--- config.mk ---
export PLATFORM = sky130hd
export DESIGN_NAME = conv1_layer1_dense_sched
export DESIGN_NICKNAME = d
export VERILOG_FILES = /design/src/rtl/conv1_layer1_dense_sched.sv
export SDC_FILE = /design/constraint.sdc
export NUM_CORES = 1
export LEC_CHECK = 0
export CELL_PAD_IN_SITES_DETAIL_PLACEMENT = 0
export CELL_PAD_IN_SITES_GLOBAL_PLACEMENT = 1
export CORE_MARGIN = 5
export CORE_UTILIZATION = 42
export DETAILED_ROUTE_END_ITERATION = 16
export PLACE_DENSITY = 0.9
export SYNTH_ARGS = -nofsm -noshare
export SYNTH_HDL_FRONTEND = slang
export SYNTH_SLANG_ARGS = --single-unit
--- constraint.sdc ---
create_clock -name clk -period 6.4 [get_ports clk]
set_clock_uncertainty 0.2 [all_clocks]
set_input_delay 0.64 -clock clk [delete_from_list [all_inputs] [get_ports clk]]
set_output_delay 0.64 -clock clk [all_outputs]
set_load 0.02 [all_outputs]
--- src/rtl/conv1_layer1_dense_sched.sv ---
// Issue scheduler for the conv1 layer1 dense pipeline: paces BRAM read requests
// against a credit count of in-flight adder-tree results and reports completion.
module conv1_layer1_dense_sched #(
    parameter int NUM_VEC      = 1024,
    parameter int MAX_INFLIGHT = 8,
    parameter int CNT_W        = 11,
    parameter int CRD_W        = 4,
    parameter int TIMEOUT      = 255
) (
    input  logic             clk,
    input  logic             rst,
    input  logic             start,
    input  logic             stall,
    input  logic             res_v,
    output logic             need_data,
    output logic             busy,
    output logic             done,
    output logic [CNT_W-1:0] issue_cnt,
    output logic [CNT_W-1:0] res_cnt,
    output logic             err_ovf,
    output logic             err_tmo,
    output logic [1:0]       dbg_state
);

    localparam int TMR_W = $clog2(TIMEOUT + 1);
    localparam logic [CNT_W-1:0] NUM_VEC_C = CNT_W'(NUM_VEC);
    localparam logic [CRD_W-1:0] MAX_C     = CRD_W'(MAX_INFLIGHT);
    localparam logic [TMR_W-1:0] TMO_C     = TMR_W'(TIMEOUT);

    typedef enum logic [1:0] {
        S_IDLE  = 2'd0,
        S_RUN   = 2'd1,
        S_DRAIN = 2'd2,
        S_DONE  = 2'd3
    } state_t;

    state_t           state_q, state_d;
    logic [CNT_W-1:0] issue_cnt_q, issue_cnt_d;
    logic [CNT_W-1:0] res_cnt_q, res_cnt_d;
    logic [CRD_W-1:0] inflight_q, inflight_d;
    logic [TMR_W-1:0] timer_q, timer_d;
    logic             err_ovf_q, err_ovf_d;
    logic             err_tmo_q, err_tmo_d;
    logic             issue_go;
    logic             res_ok;

    // Handshake: need_data is a one-cycle request with no back-pressure; each
    // accepted request is answered by exactly one res_v pulse some cycles later.
    assign issue_go = (state_q == S_RUN) && (issue_cnt_q < NUM_VEC_C)
                      && (inflight_q < MAX_C) && !stall;
    assign res_ok   = res_v && (inflight_q != '0);

    always_comb begin
        state_d     = state_q;
        issue_cnt_d = issue_cnt_q;
        res_cnt_d   = res_cnt_q;
        inflight_d  = inflight_q;
        timer_d     = timer_q;
        err_ovf_d   = err_ovf_q;
        err_tmo_d   = err_tmo_q;

        if (issue_go) begin
            issue_cnt_d = issue_cnt_q + CNT_W'(1);
        end
        if (res_ok) begin
            res_cnt_d = res_cnt_q + CNT_W'(1);
        end else if (res_v) begin
            err_ovf_d = 1'b1;
        end

        case ({issue_go, res_ok})
            2'b10:   inflight_d = inflight_q + CRD_W'(1);
            2'b01:   inflight_d = inflight_q - CRD_W'(1);
            default: inflight_d = inflight_q;
        endcase

        case (state_q)
            S_IDLE: begin
                if (start) begin
                    state_d     = S_RUN;
                    issue_cnt_d = '0;
                    res_cnt_d   = '0;
                    inflight_d  = '0;
                    timer_d     = '0;
                    err_ovf_d   = 1'b0;
                    err_tmo_d   = 1'b0;
                end
            end
            S_RUN: begin
                if (issue_go && (issue_cnt_d == NUM_VEC_C)) begin
                    state_d = S_DRAIN;
                end
            end
            S_DRAIN: begin
                timer_d = res_v ? '0 : timer_q + TMR_W'(1);
                // A finished run wins over a timeout expiring on the same edge.
                if ((res_cnt_q == NUM_VEC_C) && (inflight_q == '0)) begin
                    state_d = S_DONE;
                end else if (timer_q == TMO_C) begin
                    state_d    = S_IDLE;
                    err_tmo_d  = 1'b1;
                    inflight_d = '0;
                end
            end
            S_DONE: begin
                state_d = S_IDLE;
            end
            default: begin
                state_d = S_IDLE;
            end
        endcase
    end

    always_ff @(posedge clk) begin
        if (rst) begin
            state_q     <= S_IDLE;
            issue_cnt_q <= '0;
            res_cnt_q   <= '0;
            inflight_q  <= '0;
            timer_q     <= '0;
            err_ovf_q   <= 1'b0;
            err_tmo_q   <= 1'b0;
        end else begin
            state_q     <= state_d;
            issue_cnt_q <= issue_cnt_d;
            res_cnt_q   <= res_cnt_d;
            inflight_q  <= inflight_d;
            timer_q     <= timer_d;
            err_ovf_q   <= err_ovf_d;
            err_tmo_q   <= err_tmo_d;
        end
    end

    assign need_data = issue_go;
    assign busy      = (state_q == S_RUN) || (state_q == S_DRAIN);
    assign done      = (state_q == S_DONE);
    assign issue_cnt = issue_cnt_q;
    assign res_cnt   = res_cnt_q;
    assign err_ovf   = err_ovf_q;
    assign err_tmo   = err_tmo_q;
    assign dbg_state = state_q;

endmodule
* Yosys cells after proc, flatten, opt, wreduce, memory -nomap -nowiden
Index checks and enable logic that the tools add are counted.
** Storage, ports and cells
- Bits in registers :: 38
- Bits of input ports :: 5
- Output and inout bits :: 29
- Word-level logic and storage cells :: 69
** Operators by class
- $add $sub $neg :: 5
- Magnitude comparators :: 2
- Eq/ne operators :: 13
- Muxes and demuxes :: 27
- Reduce and logical (&&, ||, !) cells :: 15
** Operator list (number)
- 11-bit 2-to-1 mux :: 6
- 11-bit by 1-bit adder with 11-bit output (second input constant) :: 2
- 11-bit equality test (second input constant) :: 2
- 8-bit 2-to-1 mux :: 2
- 4-bit case mux with 2 select lines :: 2
- 8-bit case mux with 2 select lines :: 1
- 4-bit 2-to-1 mux :: 3
- 11-bit < comparator (second input constant) :: 1
- 8-bit by 1-bit adder with 8-bit output (second input constant) :: 1
- 8-bit equality test (second input constant) :: 1
- 2-bit 2-to-1 mux :: 4
- 2-bit case mux with 4 select lines :: 1
- 1-bit 2-to-1 mux :: 7
- 2-bit equality test (second input constant) :: 3
- 1-bit logical AND :: 6
- 2-bit != test (second input constant) :: 3
- 4-bit by 1-bit adder with 4-bit output (second input constant) :: 1
- 2-bit by 1-bit equality test with 1-bit output (second input constant) :: 2
- 4-bit logical NOT :: 1
- 4-bit < comparator (second input constant) :: 1
- 4-bit AND reduction :: 1
- 4-bit nonzero test :: 1
- 4-bit by 1-bit subtractor with 4-bit output (second input constant) :: 1
- 3-bit != test (second input constant) :: 1
- other kinds (8) :: 8

* Depth between registers and ports, before layout
Gate-level depths: netlist (run 1).
- Word-level depth :: 9
- Gate-level depth with buffers :: 13
- Depth with buffers taken out :: 12

* Least setup slack after synthesis (run 1)
Ideal clock, no wire load.
- Path type :: register -> register
- Start :: reg state_q[0], in the netlist dbg_state[0]
- End :: reg inflight_q[2]
- Library setup time :: 115 ps
- Arrival :: 2666 ps
- Required time :: 6085 ps
- Setup slack :: 3420 ps
- Cell stages (with the launch flop) :: 13
- Path buffers :: 1
- Period minus slack after synthesis :: 2980 ps
- Cell sequence :: dfxtp_1 ha_1 nor4b_4 inv_1 ha_1 clkbuf_1 xor2_1 ha_1 a21oi_1 xor2_1 nor2_1 xnor2_1 nor2_1
** On the way
- Cells in the longest elaborated chain, start to end :: 9
- Elaborated cells between the ends (all ways) :: 13
- Classes of those cells :: eq/ne (4); mux (5); reduce/logical (4)
** Ends and longest elaborated chain
- start: declaration :: RTL line 37 : state_t state_q, state_d;
- start signal: assignment :: RTL line 124 : state_q <= state_d;
- 2-bit by 1-bit equality test with 1-bit output * :: RTL line 49 : assign issue_go = (state_q == S_RUN) && (issue_cnt_q < NUM_VEC_C)
- 1-bit logical AND * :: RTL line 49
- 1-bit logical AND * (2 in a row) :: RTL line 50 : && (inflight_q < MAX_C) && !stall;
- named net need_data :: RTL line 15 : output logic need_data,
- 2-bit by 1-bit equality test with 1-bit output or 2-bit equality test (tied branches) :: RTL line 71 : case ({issue_go, res_ok})
- 4-bit case mux with 2 select lines * :: RTL line 71
- 4-bit 2-to-1 mux :: RTL line 99 : end else if (timer_q == TMO_C) begin
- 4-bit 2-to-1 mux :: RTL line 97 : if ((res_cnt_q == NUM_VEC_C) && (inflight_q == '0)) begin
- 4-bit case mux with 2 select lines * :: RTL line 77 : case (state_q)
- end signal: assignment :: RTL line 127 : inflight_q <= inflight_d;
- end: declaration :: RTL line 40 : logic [CRD_W-1:0] inflight_q, inflight_d;
Mark *: on every way through the listed nets, which the timed path passes. The rest lies on a longest branch.
A chain may end at the register's enable or synchronous reset.

* Final worst setup path (run 1)
- Start :: in stall
- End :: out need_data
** On the way
- Cells in the longest elaborated chain, start to end :: 2
** Ends and longest elaborated chain
- start: declaration :: RTL line 13 : input logic stall,
- 1-bit logical NOT :: RTL line 50
- 1-bit logical AND :: RTL line 50
- end: declaration :: RTL line 15
Every way passes these cells.

==> results of run 1 <==
final cells by class:
class	instances	share of cell area (%)
multi-input combinational	172	46.1
timing repair buffer	33	13.4
clock buffer	5	2.80
inverter	8	1.22
clock inverter	3	2.80
sequential	38	31.0
tap	52	2.65
tightest hold or removal path: stages, from the launching register on:
cell     delay, ns
dfxtp_1       0.34
nand2_1       0.07
a21oi_1       0.05
power by group through the flow:
stage	Clock [mW]	Sequential, mW	Combinational (mW)
2_1_floorplan	0	0.288	0.150
3_3_place_gp	0	0.279	0.226
3_5_place_dp	0	0.279	0.226
4_1_cts	0.252	0.273	0.229
5_1_grt	0.266	0.277	0.249
6_report	0.247	0.273	0.228
per-layer routing:
layer / global-route usage (%) / up-vias / wire length (um)
met2: 22.7 / 28 / 1850
li1: - / 851 / -
met5: 0 / - / 0
met3: 4.00 / 6 / 192
met4: 6.08 / 0 / 77
met1: 18.1 / 752 / 2020
logic make-up after synthesis:
family	after synthesis	synth area share, %
AND/OR/NAND/NOR	97	26.5
flip-flops	38	39.2
AO/OA/AOI/OAI	35	11.5
XOR/XNOR	26	11.7
buffers and inverters	13	2.51
adder cells (fa/ha/maj)	11	7.08
multiplexers	3	1.55
cell usage after synthesis (2+ instances only):
master and count:
dfxtp_1 38, nor2_1 34, xor2_1 16, nand2_1 14
a21oi_1 13, ha_1 11, xnor2_1 10, nand3_1 9
inv_1 8, nand4_1 8, o21ai_0 8, clkbuf_1 5
nor3_1 5, or3_1 5, and3_1 4, a31oi_1 3
and2_1 3, mux2i_1 3, nand2b_1 3, or4_1 3
nor2b_1 2
path summary, 6_finish.rpt:
path,from,end,slack (ns),depth (start not counted)
worst max register to register,dbg_state[1],inflight_q[2],3.55,12
worst min register to register,timer_q[1],timer_q[1],0.30,2
worst min-delay path,timer_q[1],timer_q[1],0.30,2
worst max-delay path,stall,need_data,3.18,3
cells in the final DEF, fill, tap and decap left out, types with 2 or more instances in the layout:
master and count:
nand4_1 8, or3_1 5, ha_1 11, clkbuf_8 5
and2_1 3, bufinv_16 2, nor2b_1 2, inv_1 8
a31oi_1 3, a21oi_1 13, xnor2_1 10, nand3_1 9
clkdlybuf4s50_1 33, dfxtp_1 38, nand2_1 14, nand2b_1 3
or4_1 3, mux2i_1 3, nor3_1 5, xor2_1 16
and3_1 4, o21ai_0 8, nor2_1 34
flip-flops by register name (all words and copies together), names as in the netlist:
signal      flops
timer_q         8
dbg_state       2
inflight_q      4
err_ovf         1
issue_cnt      11
res_cnt        11
err_tmo         1
metrics by stage:
step	total power, mW	setup slack [ns]	hold slack, ns	instances
CTS	0.754	3.17	0.299	311
finish	0.749	3.18	0.297	311
floorplan	0.438	3.42	0.262	223
global route	0.791	3.09	0.323	311
global placement	0.505	3.11	0.276	303
detailed placement	0.505	3.07	0.279	303
==> impl_metrics.yaml, run 1 <==
run_status:
  outcome: "complete, no violations"
synthesis:
  avgSynthCellArea_um2: 8.71
  synth-edff-count: 0
  yosysTopAreaCell: "dfxtp_1"
  syn_area_um2: 1940
  yosysSeqAreaShare_pct: 39.2
  synth_ff_type: "dfxtp_1"
  synth_nets: 239
  synthDistinctLibCells: 39
  synthTopCellsByArea: "dfxtp_1 39%, xor2_1 7.2%, ha_1 7.1%"
  ys_async_sr_fraction_pct: 0
  synth_top_area_share_pct: 39.2
  yosys_warnings: 0
  synthCells: 223
  ys_ff_latch: 38
final_layout:
  diodes: 0
  nets: 274
  syn2layout_area_growth_pct: 26.5
  post-route-util_pct: 55.7
  fin_area_um2: 2460
  nFillCells: 421
  drive_gt1_share_pct: 5.79
  multiInputGateArea_um2: 1130
  seq_area_um2: 761
sta:
  fmaxAchievable_ghz: 0.311
  slew_headroom_pct: 40.4
  rsz0062_at_grt: "false"
  fin_crit_ns: 3.22
  final_hold_viol_count: 0
  setup_viol: 0
  finalMaxSlewViolations: 0
  worst_pin_slew_ns: 0.894
  tns_ns: 0
  period_share_pct: 50.3
clocking:
  post_cts_resized: 0
  numCtsBuffers: 5
  cts.sinks: 38
  cts_tree: "done"
  ctsHtreeMaxLevel: 2
  cts_setup_buffers: 0
  clk_pin_slew_ns: 0.08
  clk_latency_ns: 0.30
  cts_root_buf: "clkbuf_8"
  clockBufferDepth: 2
  hold_buffers: 0
floorplan:
  fp.dieH_um: 78.0
  start_util_pct: 44.0
  die-width_um: 78.0
  rows: 24
  core_um2: 4410
  die-area_um2: 6090
  ioPinCount: 34
setup_path:
  required_ns: 5.56
  cp-end-kind: "primary output"
  slowest_stage: "clkdlybuf4s50_1"
  critical_path_buf_inv_count: 2
  crit_arrival_ns: 2.38
  critPathKind: "in2out"
  path_delay_family: "buffers and inverters"
  cp-start-kind: "primary input"
  cp_cell_sequence: "clkdlybuf4s50_1 -> nor4b_4 -> clkdlybuf4s50_1"
  cpPeakStageDelay_ns: 0.73
  cp_max_fo: 9
  worst_path_most_repeated_cell: "clkdlybuf4s50_1"
placement:
  place_congestion: 0.775
  io_buffers: 33
  placed_area_um2: 2320
  hpwl_mm: 2.97
detailed_routing:
  routed_wl_mm: 4.15
  drc_errors: 0
  via_per_inst: 5.26
  vias: 1637
  dr.pass1.iters: 4
  routedWlPerCell_um: 13.3
  postRouteAntennaNets: 0
  drt_iter0_drc: 80
job:
  maxCapViolations: 0
power_and_ir_drop:
  total_leakage_power_nw: 0.893
  peakVddDrop_v: 0.000141
  p_seq_share_pct: 36.5
  combPwrFrac_pct: 30.5
  power_per_cell_area_nw_per_um2: 305
  switchingPower_uw: 243
  p_clk_share_pct: 33.0
  p_int_uw: 505
  netSwitchingFraction_pct: 32.5
worst_hold_path:
  hold_path.class: "reg2reg"
grt:
  grt_usage_pct: 14.3
  grt_max_degree: 24
  grt_pass1_wl_mm: 7.14
  grt_pass1_vias: 1564
  antenna_found_initial: 0
  grt-ovfl-total: 0
(Power assumes the default switching activity.)
==> run 2: changes to the inputs <==
--- a/config.mk
+++ b/config.mk
@@ -8,9 +8,9 @@
 export CELL_PAD_IN_SITES_DETAIL_PLACEMENT = 0
 export CELL_PAD_IN_SITES_GLOBAL_PLACEMENT = 1
 export CORE_MARGIN = 5
-export CORE_UTILIZATION = 42
+export CORE_UTILIZATION = 39
 export DETAILED_ROUTE_END_ITERATION = 16
-export PLACE_DENSITY = 0.9
+export PLACE_DENSITY = 0.85
 export SYNTH_ARGS = -nofsm -noshare
 export SYNTH_HDL_FRONTEND = slang
 export SYNTH_SLANG_ARGS = --single-unit
==> constraint.sdc (replaced) <==
create_clock -name clk -period 3 [get_ports clk]
set_clock_uncertainty 0.2 [all_clocks]
set_input_delay 0.3 -clock clk [delete_from_list [all_inputs] [get_ports clk]]
set_output_delay 0.3 -clock clk [all_outputs]
set_load 0.02 [all_outputs]
==> impl_metrics.yaml, run 2 (same netlist as run 1, synthesis figures left out) <==
run_status:
  outcome: "complete, no violations"
final_layout:
  layout_common_cells: "38 x dfxtp_1, 34 x nor2_1, 33 x clkdlybuf4s50_1"
  diodes: 0
  drive_gt1_share_pct: 6.87
  syn2layout_area_growth_pct: 28.8
  final_common_cell: "dfxtp_1"
  nFillCells: 475
  nets: 277
power_and_ir_drop:
  total_leakage_power_nw: 0.911
  peakVddDrop_v: 0.000288
  p_clk_share_pct: 33.0
  netSwitchingFraction_pct: 31.2
  power_per_cell_area_nw_per_um2: 648
  combPwrFrac_pct: 31.0
  p_seq_share_pct: 36.0
  switchingPower_uw: 507
  p_int_mw: 1.12
  total_power_mw: 1.62
floorplan:
  fp.dieH_um: 80.6
  die-area_um2: 6490
  start_util_pct: 40.6
  core_um2: 4790
  ioPinCount: 34
  die-width_um: 80.6
  rows: 25
clocking:
  clk_pin_slew_ns: 0.08
  hold_buffers: 0
  cts.sinks: 38
  cts_setup_buffers: 0
  cts_root_buf: "clkbuf_8"
  clockBufferDepth: 2
  cts_tree: "done"
  clk_latency_ns: 0.29
  ctsHtreeMaxLevel: 2
  post_cts_resized: 0
  numCtsBuffers: 5
detailed_routing:
  routed_wl_mm: 4.11
  dr.pass1.iters: 4
  drt_iter0_drc: 53
  postRouteAntennaNets: 0
  drc_errors: 0
  via_per_inst: 5.02
  vias: 1652
  routedWlPerCell_um: 12.5
setup_path:
  cp-end-kind: "primary output"
  r2r_slack_ns: 0.51
  cp-start-kind: "flip-flop"
  cp_max_fo: 8
  required_ns: 2.50
  critPathKind: "reg2out"
  crit_arrival_ns: 2.04
sta:
  final_hold_viol_count: 0
  setup_viol: 0
  worst_pin_slew_ns: 0.472
  period_share_pct: 84.5
  rsz0062_at_grt: "false"
  fmaxAchievable_ghz: 0.394
  finalMaxSlewViolations: 0
  slew_headroom_pct: 68.3
  tns_ns: 0
  fin_crit_ns: 2.54
grt:
  antenna_found_initial: 0
  grt_max_degree: 24
  grt_pass1_vias: 1489
  grt-ovfl-total: 0
  grt_pass1_wl_mm: 6.84
  grt_usage_pct: 13.4
placement:
  hpwl_mm: 2.95
  io_buffers: 33
  place_congestion: 0.826
worst_hold_path:
  hold_path.class: "reg2reg"
job:
  maxCapViolations: 0
run 2: changes by cell type in the layout (fill, tap and decap cells not counted):
cell,before,now
buf_4,0,3
clkbuf_8,5,6
clkinv_4,1,0
run 2: worst paths after layout:
| path | cells past startpoint | endpoint | startpoint |
|---|---|---|---|
| setup / recovery | 5 | need_data | dbg_state[1] |
| hold / removal | 2 | timer_q[1] | timer_q[1] |
| setup reg to reg | 12 | inflight_q[2] | dbg_state[1] |
| hold reg to reg | 2 | timer_q[1] | timer_q[1] |
run 2: critical path: stages (launching register included):
cell	delay, ns
dfxtp_1	0.36
inv_1	0.10
ha_1	0.21
nor4b_4	0.24
buf_4	0.22
clkdlybuf4s50_1	0.63
run 2: metrics by stage:
stage	instance area, um^2	instances	util (%)	setup slack, ns	hold WS [ns]
after floorplan	1940	223	-	0.0197	0.262
after global placement	2360	321	49.3	0.401	0.278
after detailed placement	2360	321	49.3	0.339	0.278
after CTS	2500	329	52.3	0.438	0.299
after global routing	2500	329	52.3	0.288	0.329
final	2500	329	52.3	0.464	0.296
run 2: power by group through the flow:
| stage | logic [mW] | clock network, mW | registers (mW) |
|---|---|---|---|
| floorplan | 0.321 | 0 | 0.613 |
| global placement | 0.505 | 0 | 0.594 |
| detailed placement | 0.501 | 0 | 0.596 |
| CTS | 0.507 | 0.549 | 0.584 |
| global route | 0.552 | 0.568 | 0.591 |
| finish | 0.502 | 0.536 | 0.584 |
run 2: area by class of cell:
type                            instances  area (um^2)  area share, %
Timing Repair Buffer                   36          353           14.1
Inverter                                8         30.0           1.20
Clock buffer                            6         82.6           3.30
Tap cell                               67         83.8           3.35
Clock inverter                          2         60.1           2.40
Multi-Input combinational cell        172         1130           45.3
Sequential cell                        38          761           30.4
run 2: layer usage:
metal | up-vias | share of wire (%) | global-route usage, %
li1 | 861 | - | -
met1 | 749 | 50 | 17.6
met2 | 36 | 43 | 20.4
met3 | 6 | 5.3 | 4.48
met4 | 0 | 1.5 | 5.07
met5 | - | 0 | 0
==> run 3: changes to the inputs <==
--- a/config.mk
+++ b/config.mk
@@ -8,9 +8,9 @@
 export CELL_PAD_IN_SITES_DETAIL_PLACEMENT = 0
 export CELL_PAD_IN_SITES_GLOBAL_PLACEMENT = 1
 export CORE_MARGIN = 5
-export CORE_UTILIZATION = 39
+export CORE_UTILIZATION = 35
 export DETAILED_ROUTE_END_ITERATION = 16
-export PLACE_DENSITY = 0.85
+export PLACE_DENSITY = 0.81
 export SYNTH_ARGS = -nofsm -noshare
 export SYNTH_HDL_FRONTEND = slang
 export SYNTH_SLANG_ARGS = --single-unit
==> constraint.sdc (replaced) <==
create_clock -name clk -period 2.2 [get_ports clk]
set_clock_uncertainty 0.2 [all_clocks]
set_input_delay 0.22 -clock clk [delete_from_list [all_inputs] [get_ports clk]]
set_output_delay 0.22 -clock clk [all_outputs]
set_load 0.02 [all_outputs]
==> impl_metrics.yaml, run 3 (same netlist as run 1, synthesis figures left out) <==
sta:
  fin_ws_ns: 0.0431
  final_hold_viol_count: 0
  fmaxAchievable_ghz: 0.464
  slew_headroom_pct: 72.9
  finalMaxSlewViolations: 0
  setup_viol: 0
  fin_crit_ns: 2.16
  hold_ws_ns: 0.295
  worst_pin_slew_ns: 0.403
  period_share_pct: 98.0
  rsz0062_at_grt: "true"
floorplan:
  die-width_um: 84.5
  core_um2: 5440
  ioPinCount: 34
  die-area_um2: 7140
  rows: 27
  fp.dieH_um: 84.5
  start_util_pct: 35.7
setup_path:
  critical_path_buf_inv_count: 0
  cp-end-kind: "flip-flop"
  required_ns: 2.18
  cpPeakStageDelay_ns: 0.50
  cp_cell_sequence: "o41a_4 -> ha_2 -> xor2_1 -> ha_2 -> a21oi_2 -> xor2_1 -> nor2_1 -> xnor2_1 -> nor2_1"
  path_delay_family: "compound AO/OA/AOI/OAI gates"
  rr_startpoint: "inflight_q[0]"
  cp_max_fo: 3
  r2r_slack_ns: 0.04
  cp-start-kind: "flip-flop"
  slowest_stage: "o41a_4"
  critPathKind: "reg2reg"
  r2r_end: "inflight_q[2]"
  reg2reg_depth: 9
  crit_path_start: "inflight_q[0]"
  crit_arrival_ns: 2.14
final_layout:
  syn2layout_area_growth_pct: 41.4
  instances_no_fill: 361
  nets: 304
  nFillCells: 522
  multiInputGateArea_um2: 1200
  layout_common_cells: "34 x nor2_1, 34 x dfxtp_1, 32 x clkdlybuf4s50_1"
  seq_area_um2: 771
  diodes: 0
  drive_gt1_share_pct: 20.8
worst_hold_path:
  min_delay_path_depth: 2
  min_from: "timer_q[1]"
  hold_path.class: "reg2reg"
  min_to: "timer_q[1]"
grt:
  antenna_found_initial: 0
  grt_pass1_vias: 1676
  grt_pass1_wl_mm: 7.51
  grt_max_degree: 24
  grt_usage_pct: 12.7
  grt-ovfl-total: 0
placement:
  io_buffers: 33
  hpwl_mm: 3.33
  place_inst: 349
  place_congestion: 0.797
  place_ws_ns: -0.228
detailed_routing:
  drt_iter0_drc: 45
  dr.pass1.iters: 4
  drc_errors: 0
  vias: 1778
  routed_wl_mm: 4.51
  via_per_inst: 4.93
  routedWlPerCell_um: 12.5
  postRouteAntennaNets: 0
power_and_ir_drop:
  peakVddDrop_v: 0.000365
  switchingPower_uw: 750
  total_leakage_power_nw: 1.03
  combPwrFrac_pct: 40.7
  power_per_cell_area_nw_per_um2: 791
  p_clk_share_pct: 22.9
  total_power_mw: 2.17
  p_seq_share_pct: 36.5
  p_int_mw: 1.42
  netSwitchingFraction_pct: 34.5
run_status:
  outcome: "complete, no violations"
clocking:
  numCtsBuffers: 5
  cts.sinks: 38
  clk_pin_slew_ns: 0.07
  ctsHtreeMaxLevel: 2
  cts_root_buf: "clkbuf_8"
  cts_tree: "done"
  clk_latency_ns: 0.29
  clockBufferDepth: 2
job:
  maxCapViolations: 0
run 3: timing repair:
action | in CTS | in global routing
endpoints found under the setup margin | 1 | 4
hold buffers | 0 | 0
pin swaps | 0 | 5
resized for setup | 1 | 14
hold endpoints to repair | 0 | 0
buffers inserted | 0 | 4
run 3: final cells by class:
type	instances	share of cell area, %
Inverter	8	1.18
Sequential cell	38	28.1
Clock buffer	6	3.01
Clock inverter	2	0.410
Tap cell	72	3.28
Multi-Input combinational cell	172	43.8
Timing Repair Buffer	63	20.3
run 3: routing by layer:
layer / global-route usage, % / share of wire (%)
met4: 4.32 / 1.6
met1: 17.0 / 47
met3: 4.22 / 4.6
met2: 19.2 / 46
met5: 0 / 0
run 3: worst max-delay path by stage:
stage	endpoint	slack, ns	cells after the start
2_1_floorplan	inflight_q[2]	-0.54	13
3_3_place_gp	inflight_q[2]	-0.16	11
3_5_place_dp	inflight_q[2]	-0.23	11
4_1_cts	dbg_state[1]	0.007	6
5_1_grt	inflight_q[3]	-0.08	11
6_report	inflight_q[2]	0.04	9
run 3: through the flow:
step           area, um^2  utilization (%)  TNS, ns
4_1_cts              2660             48.9        0
3_3_place_gp         2570             47.2   -0.587
6_report             2750             50.5        0
3_5_place_dp         2570             47.2   -0.909
5_1_grt              2750             50.5   -0.161
2_1_floorplan        1980                -    -1.40
run 3: power groups by stage:
stage | Sequential, mW | Clock (mW) | Combinational, mW
finish | 0.792 | 0.497 | 0.885
global route | 0.802 | 0.552 | 0.968
detailed placement | 0.808 | 0 | 0.799
floorplan | 0.852 | 0 | 0.455
global placement | 0.806 | 0 | 0.795
CTS | 0.791 | 0.521 | 0.801
run 3: tightest hold or removal path, cell delays in order (launching register included):
cell     delay (ns)
dfxtp_1        0.34
nand2_1        0.06
a21oi_1        0.05
